File: src/rtl/nibble_serial_subtractor_pkg.sv
// Shared types and constants for the nibble-serial subtractor.
package sub_pkg;

  localparam int NIBBLE_W = 4;

  typedef enum logic [1:0] {
    IDLE = 2'd0,
    RUN  = 2'd1,
    DONE = 2'd2
  } sub_state_t;

endpackage

File: src/rtl/nibble_serial_subtractor_cla_slice4.sv
// 4-bit carry-lookahead adder slice (pure combinational).
module cla_slice4 (
  input  logic [3:0] a4,
  input  logic [3:0] b4,
  input  logic       cin,
  output logic [3:0] s4,
  output logic       cout
);

  logic [3:0] g;
  logic [3:0] p;
  logic [4:0] c;

  assign g = a4 & b4;
  assign p = a4 ^ b4;

  // Carries expanded directly from generate/propagate rather than rippled.
  assign c[0] = cin;
  assign c[1] = g[0] | (p[0] & cin);
  assign c[2] = g[1] | (p[1] & g[0]) | (p[1] & p[0] & cin);
  assign c[3] = g[2] | (p[2] & g[1]) | (p[2] & p[1] & g[0])
              | (p[2] & p[1] & p[0] & cin);
  assign c[4] = g[3] | (p[3] & g[2]) | (p[3] & p[2] & g[1])
              | (p[3] & p[2] & p[1] & g[0]) | (p[3] & p[2] & p[1] & p[0] & cin);

  assign s4   = p ^ c[3:0];
  assign cout = c[4];

endmodule

File: src/rtl/nibble_serial_subtractor.sv
// Multi-cycle a - b, one nibble per clock (LSB first) through one CLA slice.
//
// state | meaning
// ------+----------------------------------------------------------
// IDLE  | waiting for start; last result (if any) held
// RUN   | one nibble of a + ~b + carry per cycle, busy high
// DONE  | one-cycle done pulse; flags valid; start may re-accept here
module nibble_serial_subtractor
  import sub_pkg::*;
#(
  parameter int WIDTH = 16  // multiple of 4, at least 8
) (
  input  logic             clk,
  input  logic             reset,
  input  logic             start,
  input  logic [WIDTH-1:0] a,
  input  logic [WIDTH-1:0] b,
  output logic             busy,
  output logic             done,
  output logic [WIDTH-1:0] diff,
  output logic             borrow,
  output logic             overflow,
  output logic             zero
);

  localparam int NIB   = WIDTH / NIBBLE_W;
  // One extra bit so the index never wraps back to zero.
  localparam int IDX_W = $clog2(NIB) + 1;
  localparam logic [IDX_W-1:0] LAST_IDX = IDX_W'(NIB - 1);

  sub_state_t          state_q;
  logic [WIDTH-1:0]    a_q;
  logic [WIDTH-1:0]    b_q;
  logic [WIDTH-1:0]    diff_q;
  logic [IDX_W-1:0]    idx_q;
  logic                carry_q;

  logic [NIBBLE_W-1:0] a_nib;
  logic [NIBBLE_W-1:0] b_nib;
  logic [NIBBLE_W-1:0] b_nib_inv;
  logic [NIBBLE_W-1:0] sum4;
  logic                cout;
  logic                accept;

  assign accept    = start && (state_q == IDLE || state_q == DONE);
  assign b_nib_inv = ~b_nib;

  // Select the current operand nibbles from the latched operands.
  always_comb begin
    a_nib = '0;
    b_nib = '0;
    for (int i = 0; i < NIB; i++) begin
      if (idx_q == IDX_W'(i)) begin
        a_nib = a_q[i*NIBBLE_W +: NIBBLE_W];
        b_nib = b_q[i*NIBBLE_W +: NIBBLE_W];
      end
    end
  end

  cla_slice4 u_cla (
    .a4   (a_nib),
    .b4   (b_nib_inv),
    .cin  (carry_q),
    .s4   (sum4),
    .cout (cout)
  );

  // FSM, operand latch, carry, nibble index, diff register and flags.
  always_ff @(posedge clk or posedge reset) begin
    if (reset) begin
      state_q  <= IDLE;
      a_q      <= '0;
      b_q      <= '0;
      diff_q   <= '0;
      idx_q    <= '0;
      carry_q  <= 1'b0;
      busy     <= 1'b0;
      done     <= 1'b0;
      borrow   <= 1'b0;
      overflow <= 1'b0;
      zero     <= 1'b0;
    end else begin
      if (accept) begin
        state_q  <= RUN;
        a_q      <= a;
        b_q      <= b;
        diff_q   <= '0;
        idx_q    <= '0;
        carry_q  <= 1'b1;   // the +1 of a + ~b + 1
        busy     <= 1'b1;
        done     <= 1'b0;
        borrow   <= 1'b0;
        overflow <= 1'b0;
        zero     <= 1'b0;
      end else begin
        case (state_q)
          RUN: begin
            for (int i = 0; i < NIB; i++) begin
              if (idx_q == IDX_W'(i)) diff_q[i*NIBBLE_W +: NIBBLE_W] <= sum4;
            end
            carry_q <= cout;
            idx_q   <= idx_q + 1'b1;
            if (idx_q == LAST_IDX) begin
              // Flags use this cycle's slice outputs: sum4 is the MSB nibble.
              state_q  <= DONE;
              busy     <= 1'b0;
              done     <= 1'b1;
              borrow   <= ~cout;
              overflow <= (a_q[WIDTH-1] != b_q[WIDTH-1]) && (sum4[NIBBLE_W-1] != a_q[WIDTH-1]);
              zero     <= (diff_q[WIDTH-NIBBLE_W-1:0] == '0) && (sum4 == '0);
            end
          end
          DONE: begin
            state_q <= IDLE;
            done    <= 1'b0;
          end
          default: begin
            state_q <= IDLE;
            done    <= 1'b0;
          end
        endcase
      end
    end
  end

  assign diff = diff_q;

endmodule

File: config.mk
export PLATFORM = sky130hd
export DESIGN_NAME = nibble_serial_subtractor
export DESIGN_NICKNAME = d
export VERILOG_FILES = /design/src/rtl/nibble_serial_subtractor_pkg.sv /design/src/rtl/nibble_serial_subtractor_cla_slice4.sv /design/src/rtl/nibble_serial_subtractor.sv
export SDC_FILE = /design/constraint.sdc
export NUM_CORES = 1
export LEC_CHECK = 0
export BUFFER_PORTS_ARGS = -buffer_cell sky130_fd_sc_hd__buf_2
export CAP_MARGIN = 15
export CORE_MARGIN = 10
export CORE_UTILIZATION = 55
export CTS_BUF_LIST = sky130_fd_sc_hd__clkbuf_4 sky130_fd_sc_hd__clkbuf_8 sky130_fd_sc_hd__clkbuf_16
export DETAILED_ROUTE_END_ITERATION = 10
export PLACE_DENSITY = 0.8
export SETUP_SLACK_MARGIN = 0.2
export SLEW_MARGIN = 5
export SYNTH_ARGS = -nofsm -noshare
export SYNTH_HDL_FRONTEND = slang
export SYNTH_HIERARCHICAL = 1
export SYNTH_SLANG_ARGS = --single-unit
File: constraint.sdc
create_clock -name clk -period 3.4 [get_ports clk]
set_input_delay 1.02 -clock clk [delete_from_list [all_inputs] [get_ports clk]]
set_output_delay 1.02 -clock clk [all_outputs]
set_load 0.02 [all_outputs]
### Yosys cells after proc, flatten, opt, wreduce, memory -nomap -nowiden

Index checks and enable logic that the tools add are counted.

| storage, ports and cells | value |
|---|---|
| register bits | 59 |
| bits of input ports | 35 |
| output and inout bits | 21 |
| word-level logic and storage cells | 107 |

| operators by class | value |
|---|---|
| multiplexer cells | 36 |
| reductions and logical operators | 17 |
| equality and inequality tests | 8 |
| bitwise operators | 31 |
| $add $sub $neg | 1 |

Operators by type and width:

| cell | number |
|---|---|
| 4-bit two-way mux | 12 |
| 16-bit two-way mux | 2 |
| 1-bit two-way mux | 17 |
| 1-bit AND | 16 |
| 12-bit logical NOT | 1 |
| 1-bit bitwise OR | 10 |
| 2-bit nonzero test | 5 |
| 2-bit AND reduction | 4 |
| 4-bit bitwise XOR | 2 |
| 3-bit by 2-bit equality test with 1-bit output (second input constant) | 2 |
| 2-bit two-way mux | 3 |
| 3-bit two-way mux | 2 |
| 4-bit AND | 1 |
| 4-bit logical NOT | 1 |
| 4-bit NOT | 1 |
| 3-bit by 1-bit adder with 3-bit output (second input constant) | 1 |
| 3-bit by 1-bit equality test with 1-bit output (second input constant) | 1 |
| 1-bit logical AND | 3 |
| 3-bit logical NOT | 1 |
| 3-bit inequality test (second input constant) | 1 |
| 2-bit by 1-bit equality test with 1-bit output (second input constant) | 1 |
| 2-bit equality test (second input constant) | 1 |
| 2-bit logical NOT | 1 |
| 1-bit inequality test | 2 |
| other kinds (2) | 2 |

### Logic depth before layout (Yosys ltp)

| logic depth | value |
|---|---|
| depth in word-level cells | 17 |
| depth in mapped cells | 13 |
| mapped depth without buffers | 12 |

### By module

Netlist, hierarchy kept.

Modules (own cells, without submodules):

| module | cells an instance | area an instance (µm²) | sequential area each (µm²) | instances |
|---|---|---|---|---|
| nibble_serial_subtractor | 290 | 2722.6 | 1451.4 | 1 |
| cla_slice4 | 17 | 147.6 | 0.0 | 1 |

### Least setup slack after synthesis

OpenSTA, ideal clock, no wires.

| timing path | value |
|---|---|
| path type | register -> register |
| from | reg idx_q[0] |
| to | reg overflow |
| required time | 3.304 ns |
| path buffers | 1 |
| arrival | 2.857 ns |
| period minus slack after synthesis | 2.952 ns |
| slack | 0.448 ns |
| cell stages (with the launch flop) | 12 |
| setup time | 0.096 ns |
| path through | dfrtp_1 > ha_1 > ha_1 > buf_2 > nor2_2 > a32o_1 > ha_1 > a21o_1 > a31o_1 > xor2_1 > or3b_1 > a311oi_2 |

| between the ends | value |
|---|---|
| elaborated cells on any way between the ends | 31 |
| classes of those cells | eq/ne (4); mux (11); bitwise (12); reduce/logical (4) |

RTL lines:

| element | RTL line | source |
|---|---|---|
| from (decl) | nibble_serial_subtractor.sv:35 | `logic [IDX_W-1:0] idx_q;` |
| from (signal assigned) | nibble_serial_subtractor.sv:102 | `idx_q <= idx_q + 1'b1;` |
| 3-bit logical NOT | nibble_serial_subtractor.sv:53 | `if (idx_q == IDX_W'(i)) begin` |
| 4-bit two-way mux (3 in a row) | nibble_serial_subtractor.sv:53 |  |
| 4-bit two-way mux (*) | nibble_serial_subtractor.sv:53 |  |
| named net a_nib[0] | nibble_serial_subtractor.sv:38 | `logic [NIBBLE_W-1:0] a_nib;` |
| 4-bit AND or 4-bit bitwise XOR (tied branches) | nibble_serial_subtractor_cla_slice4.sv:14, nibble_serial_subtractor_cla_slice4.sv:15 |  |
| 1-bit AND, on equally long branches | nibble_serial_subtractor_cla_slice4.sv:21, nibble_serial_subtractor_cla_slice4.sv:22 |  |
| 1-bit bitwise OR or 1-bit AND (tied branches) | nibble_serial_subtractor_cla_slice4.sv:21, nibble_serial_subtractor_cla_slice4.sv:22 |  |
| 1-bit bitwise OR (*) | nibble_serial_subtractor_cla_slice4.sv:22 | `\| (p[2] & p[1] & p[0] & cin);` |
| 4-bit bitwise XOR (*) | nibble_serial_subtractor_cla_slice4.sv:26 | `assign s4 = p ^ c[3:0];` |
| named net sum4[3] | nibble_serial_subtractor.sv:41 | `logic [NIBBLE_W-1:0] sum4;` |
| 1-bit inequality test (*) | nibble_serial_subtractor.sv:109 | `overflow <= (a_q[WIDTH-1] != b_q[WIDTH-1]) && (sum4[NIBBLE_W-1] != a_q[WIDTH-1]);` |
| 1-bit logical AND (*) | nibble_serial_subtractor.sv:109 |  |
| 1-bit two-way mux (*) | nibble_serial_subtractor.sv:103 | `if (idx_q == LAST_IDX) begin` |
| 1-bit two-way mux (*) | nibble_serial_subtractor.sv:96 | `case (state_q)` |
| 1-bit two-way mux (*) | nibble_serial_subtractor.sv:83 | `if (accept) begin` |
| to (signal assigned) | nibble_serial_subtractor.sv:109 |  |
| to (decl) | nibble_serial_subtractor.sv:22 | `output logic overflow,` |

Mark *: on every way through the listed nets, which the timed path passes. The rest lies on a longest branch. The select of a mux whose other input is x is not followed.
A chain may end at the register's enable or synchronous reset.

### Final worst setup path

Same ends and word-level chain as after synthesis.

==> metrics.md <==
| Metric | Value |
|---|---|
| Setup TNS | 0 ns |
| Xor/xnor cell area share of the yosys netlist | 1.22% |
| Post-synth top area cell | dfrtp_1 |
| Rows | 26 |
| Synth-to-layout area growth | 17.8% |
| Initial antenna violation count | 0 |
| FF-to-FF path depth | 10 |
| CP endpoint kind | flip-flop |
| Multiplexer share of the synthesized area | 4.58% |
| Remaining Overflow, GRT | 0 |
| Main combinational cell family by area after synthesis | simple AND/OR/NAND/NOR gates |
| Vias in the first global route | 2349 |
| Layout filler cell count | 454 |
| Initial Util | 56.6% |
| CTS tree | done |
| Post-Synth Simple-Gate Area | 23.5% |
| Compound-Gate Fraction of Synth Area | 9.63% |
| Synth top area share | 50.6% |
| H-tree level count | 3 |
| Worst Tran Pin Value | 0.718 ns |
| Final WS setup | 0.367 ns |
| Largest net degree at the start of global routing | 59 |
| CP peak stage delay | 0.44 ns |
| Reg-to-Reg End | overflow |
| Antenna cells | 0 |
| Initial DRT Pass Iterations | 7 |
| Worst slew margin | 52.1% |
| DRT antenna net count | 0 |
| Reg clk slew, reported paths | 0.06 ns |
| Core Region | 5070 µm² |
| Fin. Hold Viols | 0 |
| Crit Path Max Fanout | 15 |
| Tot Pwr | 3.90 mW |
| HP Class | flip-flop to flip-flop |
| RSZ-0062 raised after global routing | no |
| Crit-path cells | inv_1 -> ha_4 -> or2b_1 -> a32o_1 -> ha_1 -> a21o_1 -> a31o_1 -> xor2_2 -> or3b_1 -> a311oi_2 |
| R2R Path Start | idx_q[0] |
| Post-synthesis adder-cell area fraction | 4.62% |
| Arrival time worst endpoint | 3.27 ns |
| Sequential share of the synthesized area | 50.6% |
| Fmax | 330 MHz |
| Avg Cell Area, Syn | 9.35 µm² |
| Clock Latency Late Sink | 0.32 ns |
| PD cells | 1150 nW/µm² |
| WP data required | 3.64 ns |
| Post-layout util | 66.6% |
| Die W | 92.2 µm |
| Share of cells above drive strength 1 | 24.2% |
| Setup WS pre-CTS | 0.181 ns |
| Drt initial violations | 187 |
| Via Count | 2287 |
| Static leakage | 1.76 nW |
| Period minus WS final | 3.03 ns |
| Hold endpoint | a_q[9] |
| Wire per inst | 15.0 µm |
| Synth area leaders | dfrtp_1, nand2_1, mux2i_1 |
| Num CTS Buffers | 9 |
| Die Area | 8510 µm² |
| Endpoints failing setup | 0 |
| Root buf cell | clkbuf_8 |
| Tcrit/Tclk final | 89.2% |
| Post-route DRC | 0 |
| Maximum buffer depth of the clock tree | 2 |
| Syn Inst Count | 307 |
| Die height | 92.2 µm |
| Max Clock Skew | 0.00857 ns |
| Synthesized area | 2870 µm² |
| Run status | finished clean |
| Worst min-delay path startpoint | a_q[9] |
| Startpoint types | flip-flop |
| Global-route wire length before repair | 11200 µm |
| Max VDD drop | 0.634 mV |
| R2R Setup Slk | 0.37 ns |
| Max_cap viols | 0 |
| WL final | 6500 µm |
| Gr usage total | 16.1% |
| Final HPWL DP | 4670 µm |
| Setup bufs post-CTS | 0 |
| Port bufs | 55 |
| Hold path cells | 2 |
| Clk sink count | 58 |
| Setup CP Type | flip-flop to flip-flop |
| RD Place Congestion | 0.905 |
| Yosys warns | 6 |
| Detail-routed via count per cell | 5.27 |
| I/O pin count | 56 |
| FF+latch count, synth | 58 |
| Synth cell types | 36 |
| Final nets | 404 |
| Slowest CP cell | dfrtp_1 |
| Fin. max-slew vios | 0 |
| Post-CTS Hold Fix Bufs | 0 |
| Syn nets | 352 |
==> layout make-up <==
| class | instances | area (µm²) | share of cell area (%) |
|---|---|---|---|
| clock buffers | 14 | 174 | 5.14 |
| clock inverters | 2 | 35.0 | 1.04 |
| inverters | 9 | 36.3 | 1.07 |
| multi-input cells | 222 | 1290 | 38.2 |
| flip-flops and latches | 58 | 1450 | 43.0 |
| well taps | 70 | 87.6 | 2.59 |
| repair buffers | 59 | 305 | 9.03 |
==> report_power, final <==
part           switching [mW]  total [mW]  internal [mW]  leakage (nW)
combinational            1.22        2.02          0.798         0.914
clock                   0.248       0.650          0.402         0.111
sequential              0.235        1.23          0.995         0.732
==> cells in the mapped netlist <==
cell type  number
nand3_1         1
mux2i_1        12
xor2_1          1
or2b_1          2
dfrtp_1        58
nand3b_4        1
or3b_1          1
xnor2_1         3
nor2_2          1
nand2b_1        8
inv_4           1
nand3b_1        1
a32o_1          4
a32oi_1         4
o21ai_0        10
a31o_1          1
buf_4           4
nor2_1         15
nor4_1          4
ha_1            9
o22ai_1         1
inv_1           8
fa_1            1
buf_6           5
nor2b_1         1
buf_2           9
o22a_1          1
a211oi_1        1
a21oi_1        13
mux2_2          1
a21o_1          3
nand4_1         1
nand2_1       115
a311oi_2        1
a22o_1          2
and4bb_1        3
==> cell families (layout without fill, tap and decap cells) <==
family / after synthesis / after routing
DFF: 58 / 58
buffers and inverters: 27 / 84
adders and majority gates: 10 / 10
AOI/OAI and AO/OA: 41 / 41
muxes: 13 / 13
xor gates and xnor gates: 4 / 4
and+or+nand+nor: 154 / 154
==> worst max-delay path: cells and delay by family, from the launching register on <==
family,cells,cell delay [ns]
fa+ha+maj,2,0.54
flops,1,0.44
simple gates,2,0.63
buf+inv,1,0.16
xor+xnor,1,0.20
compound gates,4,0.98
==> metrics by stage <==
stage          hold slack (ns)  instances  cell area (µm²)
5_1_grt                  0.503        434             3380
3_3_place_gp             0.459        418             3140
4_1_cts                  0.471        434             3360
6_report                 0.469        434             3380
3_5_place_dp             0.456        418             3140
2_1_floorplan            0.437        307             2870
==> timing repair <==
item / 4_1_cts / 5_1_grt
resized for setup: 2 / 6
endpoints found under the hold margin: 0 / 0
setup endpoints to repair: 1 / 6
==> worst max-delay path by stage <==
stage                     startpoint        to  slack, ns  cells after the start
final                       idx_q[0]  overflow       0.37                     10
after global routing        idx_q[0]  overflow       0.22                     11
after CTS                   idx_q[1]  overflow       0.22                     10
after detailed placement    idx_q[0]  overflow       0.18                     10
after global placement      idx_q[0]  overflow       0.28                     10
after floorplan             idx_q[0]  overflow       0.45                     11
==> metal layers <==
layer / global-route usage [%] / vias up / part of all wire [%]
li1: - / 1110 / -
met1: 19.6 / 1104 / 44
met2: 25.9 / 64 / 49
met3: 4.56 / 9 / 5.2
met4: 7.07 / 0 / 1.5
met5: 0 / - / 0
==> placed cells by master (no fill, tap or decap), drive strengths merged, types with 8 or more instances in the layout <==
cell type / netlist / routed
nand2: 115 / 115
buf: 18 / 59
dfrtp: 58 / 58
nor2: 16 / 16
clkbuf: 0 / 14
a21oi: 13 / 13
mux2i: 12 / 12
o21ai: 10 / 10
inv: 9 / 9
ha: 9 / 9
nand2b: 8 / 8
==> registers in the layout, summed over array words and instances, names as in the netlist, 2 cells and up <==
register / count
a_q: 16
b_q: 16
diff: 16
idx_q: 3
state_q: 2
(Power assumes the default switching activity.)
